$ cat config.mk
export PLATFORM = sky130hd
export DESIGN_NAME = decode_ctrl
export DESIGN_NICKNAME = d
export VERILOG_FILES = /design/src/rtl/riscv_pkg.sv /design/src/rtl/imm_generator.sv /design/src/rtl/decode_ctrl.sv
export SDC_FILE = /design/constraint.sdc
export NUM_CORES = 1
export LEC_CHECK = 0
export ABC_AREA = 1
export CORE_MARGIN = 8
export CORE_UTILIZATION = 29
export DETAILED_ROUTE_END_ITERATION = 10
export GPL_TIMING_DRIVEN = 0
export SLEW_MARGIN = 20
export SYNTH_ARGS = -nofsm -noshare
export SYNTH_HDL_FRONTEND = slang
export SYNTH_SLANG_ARGS = --single-unit
$ cat constraint.sdc
create_clock -name clk_in -period 1.2 [get_ports clk_in]
set_input_delay 0.12 -clock clk_in [delete_from_list [all_inputs] [get_ports clk_in]]
set_output_delay 0.12 -clock clk_in [all_outputs]
set_load 0.02 [all_outputs]
$ cat src/rtl/riscv_pkg.sv
// ============================================================================
// Module   : riscv_pkg
// Brief    : Opcode constants, immediate-format codes and decode FSM state type.
// Revision : 1.0
// ============================================================================
`default_nettype none

package riscv_pkg;

    localparam logic [6:0] C_OPC_LOAD   = 7'b0000011;
    localparam logic [6:0] C_OPC_FENCE  = 7'b0001111;
    localparam logic [6:0] C_OPC_OP_IMM = 7'b0010011;
    localparam logic [6:0] C_OPC_AUIPC  = 7'b0010111;
    localparam logic [6:0] C_OPC_STORE  = 7'b0100011;
    localparam logic [6:0] C_OPC_OP     = 7'b0110011;
    localparam logic [6:0] C_OPC_LUI    = 7'b0110111;
    localparam logic [6:0] C_OPC_BRANCH = 7'b1100011;
    localparam logic [6:0] C_OPC_JALR   = 7'b1100111;
    localparam logic [6:0] C_OPC_JAL    = 7'b1101111;
    localparam logic [6:0] C_OPC_SYSTEM = 7'b1110011;

    localparam logic [2:0] C_IMM_OP_IMM = 3'd0;
    localparam logic [2:0] C_IMM_LOAD   = 3'd1;
    localparam logic [2:0] C_IMM_STORE  = 3'd2;
    localparam logic [2:0] C_IMM_BRANCH = 3'd3;
    localparam logic [2:0] C_IMM_UPPER  = 3'd4;
    localparam logic [2:0] C_IMM_JAL    = 3'd5;
    localparam logic [2:0] C_IMM_CSR    = 3'd6;
    localparam logic [2:0] C_IMM_JALR   = 3'd7;

    typedef enum logic [1:0] {
        ST_EMPTY    = 2'd0,
        ST_FULL     = 2'd1,
        ST_CSR_WAIT = 2'd2
    } dec_state_t;

    typedef struct packed {
        logic [2:0] imm_type;
        logic       illegal;
        logic       is_system;
    } dec_info_t;

    function automatic dec_info_t decode_opcode(input logic [6:0] opcode,
                                                input logic [2:0] funct3);
        dec_info_t info;
        info = '0;
        case (opcode)
            C_OPC_OP_IMM,
            C_OPC_OP,
            C_OPC_FENCE:  info.imm_type = C_IMM_OP_IMM;
            C_OPC_LOAD:   info.imm_type = C_IMM_LOAD;
            C_OPC_STORE:  info.imm_type = C_IMM_STORE;
            C_OPC_BRANCH: info.imm_type = C_IMM_BRANCH;
            C_OPC_LUI,
            C_OPC_AUIPC:  info.imm_type = C_IMM_UPPER;
            C_OPC_JAL:    info.imm_type = C_IMM_JAL;
            C_OPC_JALR:   info.imm_type = C_IMM_JALR;
            C_OPC_SYSTEM: begin
                info.is_system = 1'b1;
                // Only the immediate CSR forms carry a zimm operand.
                info.imm_type  = funct3[2] ? C_IMM_CSR : C_IMM_OP_IMM;
            end
            default:      info.illegal = 1'b1;
        endcase
        return info;
    endfunction

endpackage

`default_nettype wire

$ cat src/rtl/imm_generator.sv
// ============================================================================
// Module   : imm_generator
// Brief    : Forms the 32-bit immediate from instr[31:7] and a format code.
// Revision : 1.0
// ============================================================================
`default_nettype none

module imm_generator
    import riscv_pkg::*;
(
    input  logic [31:7] instr_in,
    input  logic [2:0]  imm_type_in,
    output logic [31:0] imm_out
);

    always_comb begin
        imm_out = {{20{instr_in[31]}}, instr_in[31:20]};
        case (imm_type_in)
            C_IMM_STORE:  imm_out = {{20{instr_in[31]}}, instr_in[31:25], instr_in[11:7]};
            C_IMM_BRANCH: imm_out = {{19{instr_in[31]}}, instr_in[31], instr_in[7],
                                     instr_in[30:25], instr_in[11:8], 1'b0};
            C_IMM_UPPER:  imm_out = {instr_in[31:12], 12'b0};
            C_IMM_JAL:    imm_out = {{11{instr_in[31]}}, instr_in[31], instr_in[19:12],
                                     instr_in[20], instr_in[30:21], 1'b0};
            C_IMM_CSR:    imm_out = {27'b0, instr_in[19:15]};
            default:      imm_out = {{20{instr_in[31]}}, instr_in[31:20]};
        endcase
    end

endmodule

`default_nettype wire

$ cat src/rtl/decode_ctrl.sv
// ============================================================================
// Module   : decode_ctrl
// Brief    : Single-entry decode stage with CSR serialisation and flush.
// Revision : 1.0
// ============================================================================
`default_nettype none

module decode_ctrl
    import riscv_pkg::*;
(
    input  logic        clk_in,
    input  logic        rst_in,
    input  logic        if_valid_in,
    input  logic [31:0] if_instr_in,
    input  logic [31:0] if_pc_in,
    output logic        id_ready_out,
    input  logic        ex_ready_in,
    input  logic        flush_in,
    input  logic        csr_done_in,
    output logic        id_valid_out,
    output logic [31:0] id_instr_out,
    output logic [31:0] id_pc_out,
    output logic [31:0] imm_out,
    output logic [2:0]  imm_type_out,
    output logic        illegal_out,
    output logic        csr_busy_out
);

    dec_state_t  state_q, state_d;
    logic [31:0] instr_q, instr_d;
    logic [31:0] pc_q, pc_d;
    logic [31:0] imm_q, imm_d;
    logic [2:0]  imm_type_q, imm_type_d;
    logic        illegal_q, illegal_d;
    logic        is_sys_q, is_sys_d;

    dec_info_t   dec;
    logic [31:0] imm_new;
    logic        xfer;

    assign dec = decode_opcode(if_instr_in[6:0], if_instr_in[14:12]);

    imm_generator u_imm_gen (
        .instr_in    (if_instr_in[31:7]),
        .imm_type_in (dec.imm_type),
        .imm_out     (imm_new)
    );

    always_comb begin
        state_d      = state_q;
        id_ready_out = 1'b0;
        case (state_q)
            ST_EMPTY:    id_ready_out = 1'b1;
            ST_FULL:     id_ready_out = !is_sys_q && ex_ready_in;
            ST_CSR_WAIT: id_ready_out = 1'b0;
            default:     id_ready_out = 1'b0;
        endcase
        // A cycle that is being flushed or reset must not look like a handshake upstream.
        if (flush_in || rst_in) begin
            id_ready_out = 1'b0;
        end
        xfer = if_valid_in && id_ready_out;

        case (state_q)
            ST_EMPTY: begin
                if (xfer) state_d = ST_FULL;
            end
            ST_FULL: begin
                if (is_sys_q) begin
                    if (ex_ready_in) state_d = ST_CSR_WAIT;
                end else if (ex_ready_in) begin
                    state_d = xfer ? ST_FULL : ST_EMPTY;
                end
            end
            ST_CSR_WAIT: begin
                if (csr_done_in) state_d = ST_EMPTY;
            end
            default: state_d = ST_EMPTY;
        endcase
        if (flush_in) begin
            state_d = ST_EMPTY;
        end

        instr_d    = xfer ? if_instr_in   : instr_q;
        pc_d       = xfer ? if_pc_in      : pc_q;
        imm_d      = xfer ? imm_new       : imm_q;
        imm_type_d = xfer ? dec.imm_type  : imm_type_q;
        illegal_d  = xfer ? dec.illegal   : illegal_q;
        is_sys_d   = xfer ? dec.is_system : is_sys_q;
    end

    always_ff @(posedge clk_in) begin
        if (rst_in) begin
            state_q    <= ST_EMPTY;
            instr_q    <= '0;
            pc_q       <= '0;
            imm_q      <= '0;
            imm_type_q <= '0;
            illegal_q  <= 1'b0;
            is_sys_q   <= 1'b0;
        end else begin
            state_q    <= state_d;
            instr_q    <= instr_d;
            pc_q       <= pc_d;
            imm_q      <= imm_d;
            imm_type_q <= imm_type_d;
            illegal_q  <= illegal_d;
            is_sys_q   <= is_sys_d;
        end
    end

    assign id_valid_out = (state_q == ST_FULL);
    assign csr_busy_out = (state_q == ST_CSR_WAIT);
    assign id_instr_out = instr_q;
    assign id_pc_out    = pc_q;
    assign imm_out      = imm_q;
    assign imm_type_out = imm_type_q;
    assign illegal_out  = illegal_q;

endmodule

`default_nettype wire

-- Word-level counts from Yosys, hierarchy flattened
Cells that the tools add are included.
- flip-flop bits (word level): 103
- bits in latches: 0
- bits in writable memories: 0
- ROM bits: 0
- input port bits: 70
- output and inout port bits: 103
- logic and storage cells: 51
- memories kept: 0
- add/sub/neg operators: 0
- multipliers: 0
- div/mod/pow operators: 0
- magnitude comparators: 0
- equal/unequal tests: 21
- shift-type cells: 0
- multiplexer cells: 14
- bitwise logic cells: 0
- reduce and logical (&&, ||, !) cells: 9
- operators by type and width (operator ; count):
    case mux 32 bit (5 select lines) ; 1
    == test 7 bit (second input constant) ; 4
    == test 7 x 6 -> 1 bit (second input constant) ; 3
    case mux 3 bit (7 select lines) ; 1
    == test 7 x 5 -> 1 bit (second input constant) ; 2
    OR reduction 11 bit ; 1
    2-to-1 mux 2 bit ; 5
    == test 3 bit (second input constant) ; 3
    == test 7 x 2 -> 1 bit (second input constant) ; 1
    == test 7 x 4 -> 1 bit (second input constant) ; 1
    == test 3 x 2 -> 1 bit (second input constant) ; 2
    inequality test 2 bit (second input constant) ; 3
    case mux 2 bit (3 select lines) ; 1
    2-to-1 mux 1 bit ; 4
    OR reduction 2 bit ; 2
    2-to-1 mux 3 bit ; 1
    AND reduction 3 bit ; 1
    == test 2 x 1 -> 1 bit (second input constant) ; 1
    == test 2 bit (second input constant) ; 1
    logical AND 1 bit ; 2
    zero test 2 bit ; 1
    case mux 1 bit (2 select lines) ; 1
    zero test 1 bit ; 1
    logical OR 1 bit ; 1

-- Logic depth before layout (Yosys ltp)
Gate-level depths: netlist of the first run.
- depth after elaboration: 9
- depth in mapped cells: 11
- gate-level depth less buffers: 10

-- Cells and area by module
A second synthesis of the first run with hierarchy kept.
- cell total of the unflattened synthesis: 599
- area, all modules: 4262.8 µm²
- modules (own cells, without submodules) (module ; instances ; cells each ; area an instance (µm²) ; sequential area each (µm²)):
    decode_ctrl ; 1 ; 503 ; 3773.6 ; 2062.0
    imm_generator ; 1 ; 96 ; 489.2 ; 0.0

-- Least setup slack after synthesis of the first run
No wires, ideal clock.
- path kind: reg-to-reg
- from: register is_sys_q
- to: register imm_q[1], in the netlist imm_out[1]
- setup time: 0.125 ns
- arrival time: 1.209 ns
- required time: 1.075 ns
- slack: -0.133 ns
- cell stages (with the launch flop): 10
- path buffers: 1
- clock period less this slack: 1.333 ns
- cells stage by stage: dfxtp_1 inv_1 nand2_1 nand2_1 nand2_4 inv_2 nand2_2 buf_2 a211oi_1 a21oi_1
- word-level cells in the longest chain between the ends: 5
- RTL lines (item ; RTL line ; source):
    from (decl) ; decode_ctrl.sv:35 ; logic is_sys_q, is_sys_d;
    from (signal assigned) ; decode_ctrl.sv:108 ; is_sys_q <= is_sys_d;
    zero test 1 bit ; decode_ctrl.sv:54 ; ST_FULL: id_ready_out = !is_sys_q && ex_ready_in;
    logical AND 1 bit ; decode_ctrl.sv:54 ;
    case mux 1 bit (2 select lines) ; decode_ctrl.sv:52 ; case (state_q)
    2-to-1 mux 1 bit ; decode_ctrl.sv:59 ; if (flush_in || rst_in) begin
    via id_ready_out ; decode_ctrl.sv:16 ; output logic id_ready_out,
    logical AND 1 bit ; decode_ctrl.sv:62 ; xfer = if_valid_in && id_ready_out;
    to (signal assigned) ; decode_ctrl.sv:105 ; imm_q <= imm_d;
    to (decl) ; decode_ctrl.sv:32 ; logic [31:0] imm_q, imm_d;
The timed path passes the listed nets, and every way through them passes these cells.
A chain may end at the register's enable or synchronous reset.

-- Worst setup path after layout of the first run
- from: register is_sys_q
- to: register pc_q[12], in the netlist id_pc_out[12]
- word-level cells in the longest chain between the ends: 5
- RTL lines (item ; RTL line ; source):
    zero test 1 bit ; decode_ctrl.sv:54 ;
    logical AND 1 bit ; decode_ctrl.sv:54 ;
    case mux 1 bit (2 select lines) ; decode_ctrl.sv:52 ;
    2-to-1 mux 1 bit ; decode_ctrl.sv:59 ;
    logical AND 1 bit ; decode_ctrl.sv:62 ;
    to (signal assigned) ; decode_ctrl.sv:104 ; pc_q <= pc_d;
    to (decl) ; decode_ctrl.sv:31 ; logic [31:0] pc_q, pc_d;
No other way between the ends.

==> impl_summary.log, run 1 <==
[metrics] DRT Wirelength: 17100 µm
[metrics] final critical delay including setup and external delays: 1450 ps
[metrics] clock latency of the later-clocked register in the worst-skew pair: 350 ps
[metrics] Critical Path, Cell by Cell: inv_2 -> nand2_2 -> nand2_2 -> nand2_4 -> nor2_8 -> buf_12 -> buf_12 -> buf_8 -> o21ai_1 -> nor2_1
[metrics] Vias/cell: 4.74
[metrics] Remaining Overflow, GRT: 0
[metrics] clock edge transition at the registers on the reported setup and hold paths: 70 ps
[metrics] hpwl dp: 11900 µm
[metrics] initial DRC count: around 180
[metrics] simple logic cell fraction of the synthesized area: 22.6%
[metrics] post-route cell area: 7540 µm²
[metrics] number of max-slew violations in the final report: 0
[metrics] total number of nets in the final design: ~850
[metrics] hold path start: rst_in
[metrics] total number of clock tree sinks: 103
[metrics] final-report setup violation count: 104
[metrics] Core Rows: 44
[metrics] Worst Hold Class: input port to flop
[metrics] Critical-path top delay cell: dfxtp_2
[metrics] Starting Density: 29.5%
[metrics] number of synthesized register bits: roughly 100
[metrics] slew of the pin with the lowest slew margin: ~770 ps
[metrics] die width: 137 µm
[metrics] static leakage: 3.39 nW
[metrics] number of buffers inserted during clock tree synthesis: 9
[metrics] cells after synthesis: ~560
[metrics] share of the synthesized area in the top cell type: 48.5%
[metrics] Synth area leader: dfxtp_1
[metrics] category of cells accounting for the largest share of critical-path delay: simple AND/OR/NAND/NOR gates
[metrics] run status: finished with violations
[metrics] sum of negative setup slack: -16670 ps
[metrics] post-synth design cell area: 4250 µm²
[metrics] crit-path max FO: 6
[metrics] mean post-synth cell area: 7.55 µm²
[metrics] CTS tree: done
[metrics] DR vias: 4603
[metrics] adder-cell share of the synthesized area: 0%
[metrics] via count of the first global-routing pass: 4797
[metrics] pwr dens: 1060 nW/µm²
[metrics] fraction of final layout cells sized beyond drive strength 1: 29.9%
[metrics] number of primary I/O pins: 173
[metrics] final worst slack: -246 ps
[metrics] CTS H-tree lvls: 3
[metrics] sequential element share of the synthesized area: 48.5%
[metrics] final weighted congestion in routability-driven placement: 0.850
[metrics] floorplan core area: 14400 µm²
[metrics] hold violation total from the final report: 0
[metrics] CTS max path bufs: 2
[metrics] post-layout util: 52.2%
[metrics] dominant cells by area after synthesis: dfxtp_1 (48%), nor2_1 (10%), o21ai_0 (9.8%)
[metrics] DR WL/cell: 17.6 µm
[metrics] global-route usage over all layers: between 15 and 20%
[metrics] xor and xnor area share after synthesis: 0%
[metrics] RSZ-0062 raised after global routing: yes
[metrics] data arrival time at the worst-slack endpoint: between 1500 and 2000 ps
[metrics] worst setup path start: is_sys_q
[metrics] DRC: 0
[metrics] area of the die: about 19000 µm²
[metrics] count of TritonRoute iterations in the first routing pass: 4
[metrics] worst vdd ir: 0.633 mV
[metrics] required time of the critical path: 1490 ps
[metrics] largest family of logic cells by synthesized area: simple AND/OR/NAND/NOR gates
[metrics] sort of element at the end of the critical path: flop
[metrics] relative area change from synthesis to final layout: 77.3%
[metrics] worst r2r src: is_sys_q
[metrics] period utilization: 120%
[metrics] critical path class: flop to flop
[metrics] Max Freq: 692 MHz
[metrics] wire length of the first global-routing pass: about 26000 µm
[metrics] cell area after placement: between 6000 and 7000 µm²
[metrics] violated checks: setup timing
[metrics] Synth Area in Compound Gates: 20.2%
[metrics] Synth Warn #: 0
[metrics] largest net degree at the start of global routing: 18
[metrics] critical path launch point type: flop
[metrics] syn nets: 633
[metrics] die span in y: 137 µm
[metrics] power consumption: 0.00802 W
[metrics] number of antenna violations at the first check in global routing: 0
[metrics] Antenna Cells: 0
[metrics] post-detailed-route count of antenna-violating nets: 0
[metrics] stage delay of the slowest cell on the critical path: 340 ps
[metrics] final clock skew: 6.33 ps
[metrics] count of cell types in the netlist: 31
[metrics] Worst slew margin: 48.4%
[metrics] Worst Hold Slack: 56.4 ps
[metrics] Buf/Inv on CP: 4
[metrics] number of buffers inserted by port buffering: 171
[metrics] multiplexer fraction of the synthesized cell area: 0%
[metrics] Clock Tree Root: clkbuf_16
[metrics] max-capacitance violation count: 0
## routing by layer
metal	GRT usage (%)	share of wire (%)
met1	20.5	41
met3	8.48	11
met5	0	0
met4	4.71	1.3
met2	28.8	47
## cell families after synthesis
kind of cell,Yosys count
AND/OR/NAND/NOR,222
AO/OA/AOI/OAI,156
flip-flops,103
buffers and inverters,82
## power by group
group          switching (W)  leakage (nW)  internal, W  total [W]
sequential          0.000107         0.843      0.00358    0.00369
combinational       0.000839          2.42     0.000738    0.00158
clock                0.00135         0.127      0.00141    0.00275
total                0.00229          3.39      0.00573    0.00802
## area by class of cell
type,instances,area (µm²)
plain buffers,31,315
clock buffers,9,225
clock inverters,7,50.0
fillers,1406,6890
inverters,49,214
multi-input cells,378,2320
flip-flops and latches,103,2070
well taps,184,230
repair buffers,211,2110
## synth_stat cells
library cell	instances
nor3_1	2
inv_2	7
nor2_4	2
nor2_8	1
a41oi_1	1
dfxtp_1	103
o21bai_2	2
o21a_1	1
clkbuf_1	14
nand3_1	13
buf_6	4
buf_2	10
o211ai_1	1
nand2_2	6
nor2_2	3
o21bai_1	16
o21ai_1	8
nand4_1	3
o21ai_0	83
o2111ai_1	1
a22oi_1	1
buf_4	5
nand2_4	2
o22ai_1	1
nor2_1	117
inv_1	42
nand3_4	1
nand2_1	69
a21oi_1	37
nand3_2	3
a211oi_1	4
## through the flow
stage / cells / setup WS [ps]
finish: 972 / -246
global route: 972 / -338
CTS: 973 / -260
detailed placement: 918 / -882
global placement: 918 / -842
floorplan: 563 / -6.33
## timing repair
item | CTS | global route
hold buffers | 1 | 0
setup endpoints to repair | 206 | 161
pin swaps | 35 | 39
setup buffers | 29 | 3
gates resized for setup | 325 | 153
gates cloned | 10 | 2
hold endpoints to repair | 7 | 0
## worst reg2reg max path: cells and delay by family (launching register included)
kind,cells,cell delay (ps)
AOI/OAI and AO/OA,1,60
buffers and inverters,4,470
DFF,1,340
and+or+nand+nor,5,500
## final timing paths
check	endpoint	slack (ps)	cells past startpoint
setup / recovery	id_pc_out[12]	-250	10
hold / removal	state_q[0]	60	4
setup reg to reg	id_pc_out[12]	-250	10
hold reg to reg	id_instr_out[27]	460	2
## placed cells by master (no fill, tap or decap), types with 27 or more instances in the layout
cell	synthesis	final
nor2_1	117	103
dfxtp_1	103	100
nand2_1	69	62
clkdlybuf4s50_1	0	61
o21ai_2	0	47
clkdlybuf4s15_1	0	42
inv_1	42	39
dlygate4sd2_1	0	37
o21ai_1	8	27
a21oi_1	37	27
## sequential cells by signal (all words and copies together), names as in the netlist
register / count
imm_out: 32
imm_type_out: 3
illegal_out: 1
id_instr_out: 32
is_sys_q: 1
id_pc_out: 32
state_q: 2
No activity file was read; power rests on OpenSTA's default activity.
==> inputs of run 2 (changes only) <==
--- a/config.mk
+++ b/config.mk
@@ -7,9 +7,9 @@
 export LEC_CHECK = 0
 export ABC_AREA = 1
+export CORE_ASPECT_RATIO = 1.1
 export CORE_MARGIN = 8
 export CORE_UTILIZATION = 29
 export DETAILED_ROUTE_END_ITERATION = 10
 export GPL_TIMING_DRIVEN = 0
-export SLEW_MARGIN = 20
 export SYNTH_ARGS = -nofsm -noshare
 export SYNTH_HDL_FRONTEND = slang
==> constraint.sdc (replaced) <==
create_clock -name clk_in -period 1.2 [get_ports clk_in]
set_input_delay 0.24 -clock clk_in [delete_from_list [all_inputs] [get_ports clk_in]]
set_output_delay 0.24 -clock clk_in [all_outputs]
set_load 0.02 [all_outputs]
==> run 2 against run 1 <==
The run still ends with setup timing left. Die area hardly changed. Global-route usage is 0.73 points lower. Sequential share of layout area is 2.6 points higher. Worst hold slack better by 38 ps. Clock skew is 0.59 ps higher. Critical path depth stayed put. Critical path type unchanged.
==> impl_summary.log, run 2 (synthesized netlist as in run 1, its figures left out) <==
[metrics] most common cell after layout, fill and taps aside: nor2_1
[metrics] worst vdd ir: 0.706 mV (+12%)
[metrics] final clock skew: 6.92 ps (+0.590 ps)
[metrics] Sequential cell area: 2070 µm² (+0.24%)
[metrics] relative area change from synthesis to final layout: 62.4%
[metrics] total number of nets in the final design: 843 (-1.2%)
[metrics] Worst slew margin: 59.5% (+11 points)
[metrics] Flop pwr share: 44.7% (-1.3 points)
[metrics] area of the die: 18800 µm² (about the same)
[metrics] Int Power: 0.00602 W (+5.0%)
[metrics] Antenna Cells: 0 (unchanged)
[metrics] Most common cell on crit path: nand2_2
[metrics] post-detailed-route count of antenna-violating nets: 0 (unchanged)
[metrics] die width: 131 µm (-4.1%)
[metrics] number of buffers inserted during clock tree synthesis: 9 (unchanged)
[metrics] critical path launch point type: flop
[metrics] clock group share of total power: 38.0% (+3.7 points)
[metrics] wire length of the first global-routing pass: 25500 µm (-1.0%)
[metrics] floorplan core area: 14400 µm² (-0.24%)
[metrics] number of buffers inserted by port buffering: 171 (unchanged)
[metrics] fill cell instance count of the final layout: 1467 (+4.3%)
[metrics] clock edge transition at the registers on the reported setup and hold paths: 70 ps (about the same)
[metrics] total area of multi-input combinational cells: 2160 µm² (-6.7%)
[metrics] post-layout util: 48.0% (-4.3 points)
[metrics] number of antenna violations at the first check in global routing: 0 (unchanged)
[metrics] crit-path max FO: 10 (+4)
[metrics] max-capacitance violation count: 0 (unchanged)
[metrics] depth of the worst hold-timing path: 2 (-2)
[metrics] Critical-path top delay cell: dfxtp_4
[metrics] initial DRC count: 251 (+37%)
[metrics] CTS max path bufs: 2 (unchanged)
[metrics] Max Freq: 691 MHz (-0.16%)
[metrics] via count of the first global-routing pass: 4758 (-0.81%)
[metrics] Clock Tree Root: clkbuf_16
[metrics] violated checks: setup timing
[metrics] slew of the pin with the lowest slew margin: 608 ps (-166 ps)
[metrics] hold violation total from the final report: 0 (unchanged)
[metrics] number of hold buffers added after cts: 0 (-1)
[metrics] total number of clock tree sinks: 103 (unchanged)
[metrics] Starting Density: 29.5% (+0.072 points)
[metrics] fraction of final layout cells sized beyond drive strength 1: 34.6% (+4.7 points)
[metrics] critical path class: flop to flop
[metrics] stage delay of the slowest cell on the critical path: 360 ps (+20 ps)
[metrics] RSZ-0062 raised after global routing: yes
[metrics] number of max-slew violations in the final report: 0 (unchanged)
[metrics] CTS H-tree lvls: 3 (unchanged)
[metrics] run status: finished with violations
[metrics] Critical Path, Cell by Cell: inv_2 -> nand2_2 -> nand2_2 -> nand2_4 -> nor2_8 -> buf_4 -> buf_6 -> o21ai_0 -> o21bai_2 -> inv_1
[metrics] sort of element at the end of the critical path: flop
[metrics] power consumption: 0.00821 W (+2.4%)
[metrics] final weighted congestion in routability-driven placement: 0.834 (-1.8%)
[metrics] DRC: 0 (unchanged)
[metrics] Gate power share: 17.3% (-2.4 points)
[metrics] DR WL/cell: 17.5 µm (-0.55%)
[metrics] Worst Hold Class: input port to flop
[metrics] CTS tree: done
[metrics] final-report setup violation count: 106 (+1.9%)
[metrics] global-route usage over all layers: 17.0% (-0.73 points)
[metrics] period utilization: 121% (+0.19 points)
[metrics] count of TritonRoute iterations in the first routing pass: 6 (+2)
[metrics] DRT Wirelength: 16900 µm (-0.85%)
[metrics] Remaining Overflow, GRT: 0 (unchanged)
[metrics] switching share of power: 26.7% (-1.8 points)
[metrics] commonest cells after routing, fill and taps aside: nor2_1 (108), dfxtp_1 (100), buf_2 (100)
[metrics] data arrival time at the worst-slack endpoint: 1740 ps (about the same)
[metrics] sw power: 0.00220 W (-4.2%)
[metrics] Core Rows: 46 (+4.5%)
[metrics] hpwl dp: 12100 µm (+1.3%)
[metrics] Vias/cell: 4.75 (+0.22%)
[metrics] number of cells traversed by the worst register-to-register path: 10 (unchanged)
[metrics] clock latency of the later-clocked register in the worst-skew pair: 350 ps (about the same)
[metrics] final critical delay including setup and external delays: 1450 ps (+2.26 ps)
[metrics] final worst slack: -248 ps (-2.26 ps)
[metrics] largest net degree at the start of global routing: 17 (-1)
[metrics] required time of the critical path: 1500 ps (about the same)
[metrics] DR vias: 4599 (-0.087%)
[metrics] static leakage: 3.35 nW (-1.1%)
[metrics] number of primary I/O pins: 173 (unchanged)
[metrics] die span in y: 143 µm (+4.3%)
[metrics] pwr dens: 1190 nW/µm² (+12%)
run 2: cell type report:
class / count / area share [%]
inverters: 49 / 2.95
well taps: 192 / 3.48
plain buffers: 33 / 4.91
clock buffers: 9 / 3.26
clock inverters: 6 / 1.21
repair buffers: 198 / 22.8
multi-input cells: 379 / 31.3
flip-flops and latches: 103 / 30.0
run 2: repair_timing:
| action | 4_1_cts | 5_1_grt |
|---|---|---|
| pin swaps | 9 | 32 |
| gates resized for setup | 461 | 142 |
| gates cloned | 1 | 7 |
| buffers inserted | 14 | 6 |
| setup endpoints to repair | 206 | 126 |
run 2: worst paths after layout:
path / startpoint / end / slack, ps
worst max register to register: is_sys_q / imm_out[21] / -250
worst min-delay path: rst_in / id_instr_out[27] / 90
worst max-delay path: is_sys_q / imm_out[21] / -250
worst min register to register: imm_out[8] / imm_out[8] / 470
run 2: power by group through the flow:
stage                     registers (W)  clock network (W)  logic [W]
after CTS                       0.00366            0.00320    0.00129
after detailed placement        0.00375                  0    0.00136
after floorplan                 0.00394                  0   0.000419
after global routing            0.00369            0.00336    0.00153
final                           0.00367            0.00312    0.00142
after global placement          0.00374                  0    0.00135
run 2: worst max-delay path: cells and delay by family (launching register included):
family / cells / cell delay (ps)
flops: 1 / 360
simple gates: 4 / 390
compound gates: 2 / 270
buf+inv: 4 / 380
run 2: stage by stage:
stage / hold slack [ps] / instances / cell area [µm²] / setup TNS, ps / setup slack, ps
final: 94.4 / 969 / 6910 / -18940 / -248
after global routing: 87.7 / 969 / 6910 / -25760 / -319
after CTS: 71.9 / 956 / 6500 / -18190 / -214
after detailed placement: 448 / 926 / 6300 / -73230 / -929
after global placement: 446 / 926 / 6300 / -69930 / -868
after floorplan: 361 / 563 / 4350 / -8320 / -115
run 2: routing by layer:
layer	global-route usage [%]	share of wire, %
met1	19.1	40
met5	0	0
met4	6.35	1.7
met2	29.4	49
met3	5.83	8.4
==> inputs of run 3 (changes only) <==
CORE_ASPECT_RATIO = 1.4   (was 1.1)
==> run 3 against run 2 <==
The run still ends with setup timing left. Critical path depth stayed put. Core utilization is 1.5 points higher. Clock-buffer cell count is 2 higher. Clock skew is 2.1 ps higher. Die area is 0.27% higher. Non-clock buffer count is 3 higher. Worst hold slack worse by 4.1 ps. Critical endpoint is now imm_out[23]. Largest power group unchanged.
==> impl_summary.log, run 3 (synthesized netlist as in run 1, its figures left out) <==
[metrics] count of TritonRoute iterations in the first routing pass: 4 (-2)
[metrics] number of cells traversed by the worst register-to-register path: 10 (unchanged)
[metrics] critical path class: flop to flop
[metrics] Remaining Overflow, GRT: 0 (unchanged)
[metrics] DR vias: 4600 (+0.022%)
[metrics] Detail Route met2 WL: 8890 µm (+6.1%)
[metrics] total number of nets in the final design: 845 (+0.24%)
[metrics] worst vdd ir: 0.613 mV (-13%)
[metrics] Levels on crit path: 10 (unchanged)
[metrics] static leakage: 3.35 nW (about the same)
[metrics] category of cells accounting for the largest share of critical-path delay: simple AND/OR/NAND/NOR gates
[metrics] hold violation total from the final report: 0 (unchanged)
[metrics] global-route usage over all layers: 17.5% (+0.46 points)
[metrics] power consumption: 0.00799 W (-2.7%)
[metrics] DRC: 0 (unchanged)
[metrics] top sig layer: met4
[metrics] final weighted congestion in routability-driven placement: 0.827 (-0.80%)
[metrics] wire length of the first global-routing pass: 26100 µm (+2.1%)
[metrics] pwr dens: 1120 nW/µm² (-5.6%)
[metrics] total number of clock tree sinks: 103 (unchanged)
[metrics] Core Rows: 52 (+13%)
[metrics] hpwl dp: 12300 µm (+1.5%)
[metrics] final critical delay including setup and external delays: 1470 ps (+20.3 ps)
[metrics] Buf/Inv on CP: 4 (unchanged)
[metrics] DRT Wirelength: 17200 µm (+1.8%)
[metrics] worst slack at placement: -936 ps (-6.28 ps)
[metrics] data arrival time at the worst-slack endpoint: 1710 ps (-30 ps)
[metrics] CTS H-tree lvls: 3 (unchanged)
[metrics] number of antenna violations at the first check in global routing: 0 (unchanged)
[metrics] Max Freq: 681 MHz (-1.4%)
[metrics] sort of element at the end of the critical path: flop
[metrics] post-layout util: 49.5% (+1.5 points)
[metrics] most common cell after layout, fill and taps aside: nor2_1
[metrics] final clock skew: 9.03 ps (+2.12 ps)
[metrics] Clock Tree Root: clkbuf_16
[metrics] die span in y: 159 µm (+11%)
[metrics] Worst slew margin: 55.3% (-4.2 points)
[metrics] max-capacitance violation count: 0 (unchanged)
[metrics] Vias/cell: 4.75 (+0.13%)
[metrics] violated checks: setup timing
[metrics] final worst slack: -268 ps (-20.3 ps)
[metrics] floorplan core area: 14400 µm² (about the same)
[metrics] initial DRC count: 200 (-20%)
[metrics] clock edge transition at the registers on the reported setup and hold paths: 70 ps (about the same)
[metrics] final-report setup violation count: 105 (-0.94%)
[metrics] critical path launch point type: flop
[metrics] number of primary I/O pins: 173 (unchanged)
[metrics] run status: finished with violations
[metrics] period utilization: 122% (+1.7 points)
[metrics] Antenna Cells: 0 (unchanged)
[metrics] Critical-path top delay cell: dfxtp_2
[metrics] DR WL/cell: 17.8 µm (+1.9%)
[metrics] slew of the pin with the lowest slew margin: 671 ps (+62.8 ps)
[metrics] number of buffers inserted by port buffering: 171 (unchanged)
[metrics] Worst Hold Slack: 90.3 ps (-4.11 ps)
[metrics] CTS tree: done
[metrics] Worst Hold Class: input port to flop
[metrics] commonest cells after routing, fill and taps aside: nor2_1 (108), buf_2 (101), dfxtp_1 (100)
[metrics] CTS max path bufs: 2 (unchanged)
[metrics] area of the die: 18800 µm² (+0.27%)
[metrics] die width: 118 µm (-10%)
[metrics] post-detailed-route count of antenna-violating nets: 0 (unchanged)
[metrics] via count of the first global-routing pass: 4814 (+1.2%)
[metrics] number of buffers inserted during clock tree synthesis: 9 (unchanged)
[metrics] RSZ-0062 raised after global routing: yes
[metrics] stage delay of the slowest cell on the critical path: 330 ps (-30 ps)
[metrics] depth of the worst hold-timing path: 2 (unchanged)
[metrics] largest net degree at the start of global routing: 17 (unchanged)
[metrics] number of hold buffers added after cts: 0 (unchanged)
[metrics] wl on met1: 6650 µm (-2.9%)
[metrics] clock latency of the later-clocked register in the worst-skew pair: 350 ps (about the same)
[metrics] relative area change from synthesis to final layout: 67.5%
[metrics] crit-path max FO: 10 (unchanged)
[metrics] fill cell instance count of the final layout: 1447 (-1.4%)
[metrics] required time of the critical path: 1440 ps (-60 ps)
[metrics] fraction of final layout cells sized beyond drive strength 1: 39.3% (+4.7 points)
[metrics] Met3 Routed Length: 1150 µm (-19%)
[metrics] Critical Path, Cell by Cell: inv_2 -> nand2_2 -> nand2_2 -> nand2_4 -> nor2_8 -> buf_6 -> nand2_4 -> buf_8 -> o21bai_1 -> inv_1
[metrics] Starting Density: 29.6% (about the same)
[metrics] number of max-slew violations in the final report: 0 (unchanged)
-- run 3: cell count changes in the layout (fill, tap and decap cells not counted), moves of 4 or more --
cell           delta
o21ai_0          -25
nand3_4           +4
o21ai_2          +22
a21oi_1           -4
dlygate4sd2_1     +4
buf_8             +4
a21oi_2           +4
-- run 3: area by class of cell --
class | count | area (µm²) | area share [%]
multi-input combinational | 378 | 2340 | 32.9
sequential | 103 | 2070 | 29.1
timing repair buffer | 201 | 1610 | 22.6
buffer | 33 | 379 | 5.32
clock buffer | 11 | 243 | 3.41
tap | 189 | 236 | 3.32
inverter | 49 | 206 | 2.90
clock inverter | 4 | 32.5 | 0.457
-- run 3: worst paths after layout --
path / to / slack (ps) / startpoint
setup / recovery: imm_out[23] / -270 / is_sys_q
hold / removal: id_instr_out[28] / 90 / rst_in
setup reg to reg: imm_out[23] / -270 / is_sys_q
hold reg to reg: imm_out[8] / 470 / imm_out[8]
-- run 3: worst register-to-register path, cell delays in order, from the launching register on --
cell	delay, ps
dfxtp_2	330
inv_2	80
nand2_2	60
nand2_2	70
nand2_4	80
nor2_8	200
buf_6	130
nand2_4	60
buf_8	150
o21bai_1	160
inv_1	60
-- run 3: timing repair --
action | CTS | global route
pin swaps | 39 | 45
endpoints found under the setup margin | 206 | 127
resized for setup | 569 | 111
cloned | 6 | 4
setup buffers | 19 | 3
-- run 3: where the power goes --
part | internal (W) | switching, W
clock | 0.00146 | 0.00134
sequential | 0.00358 | 0.000104
combinational | 0.000666 | 0.000842
-- run 3: layer usage --
layer / global-route usage (%) / vias up
met5: 0 / -
met4: 8.71 / 0
met3: 4.90 / 30
met2: 31.2 / 157
met1: 18.4 / 2147
li1: - / 2266
-- run 3: metrics by stage --
stage               instance area [µm²]  instances  setup TNS (ps)
floorplan                          4350        563           -8320
global placement                   6300        923          -72140
detailed placement                 6300        923          -73750
CTS                                6870        963          -18750
global route                       7120        968          -26390
finish                             7120        968          -19870
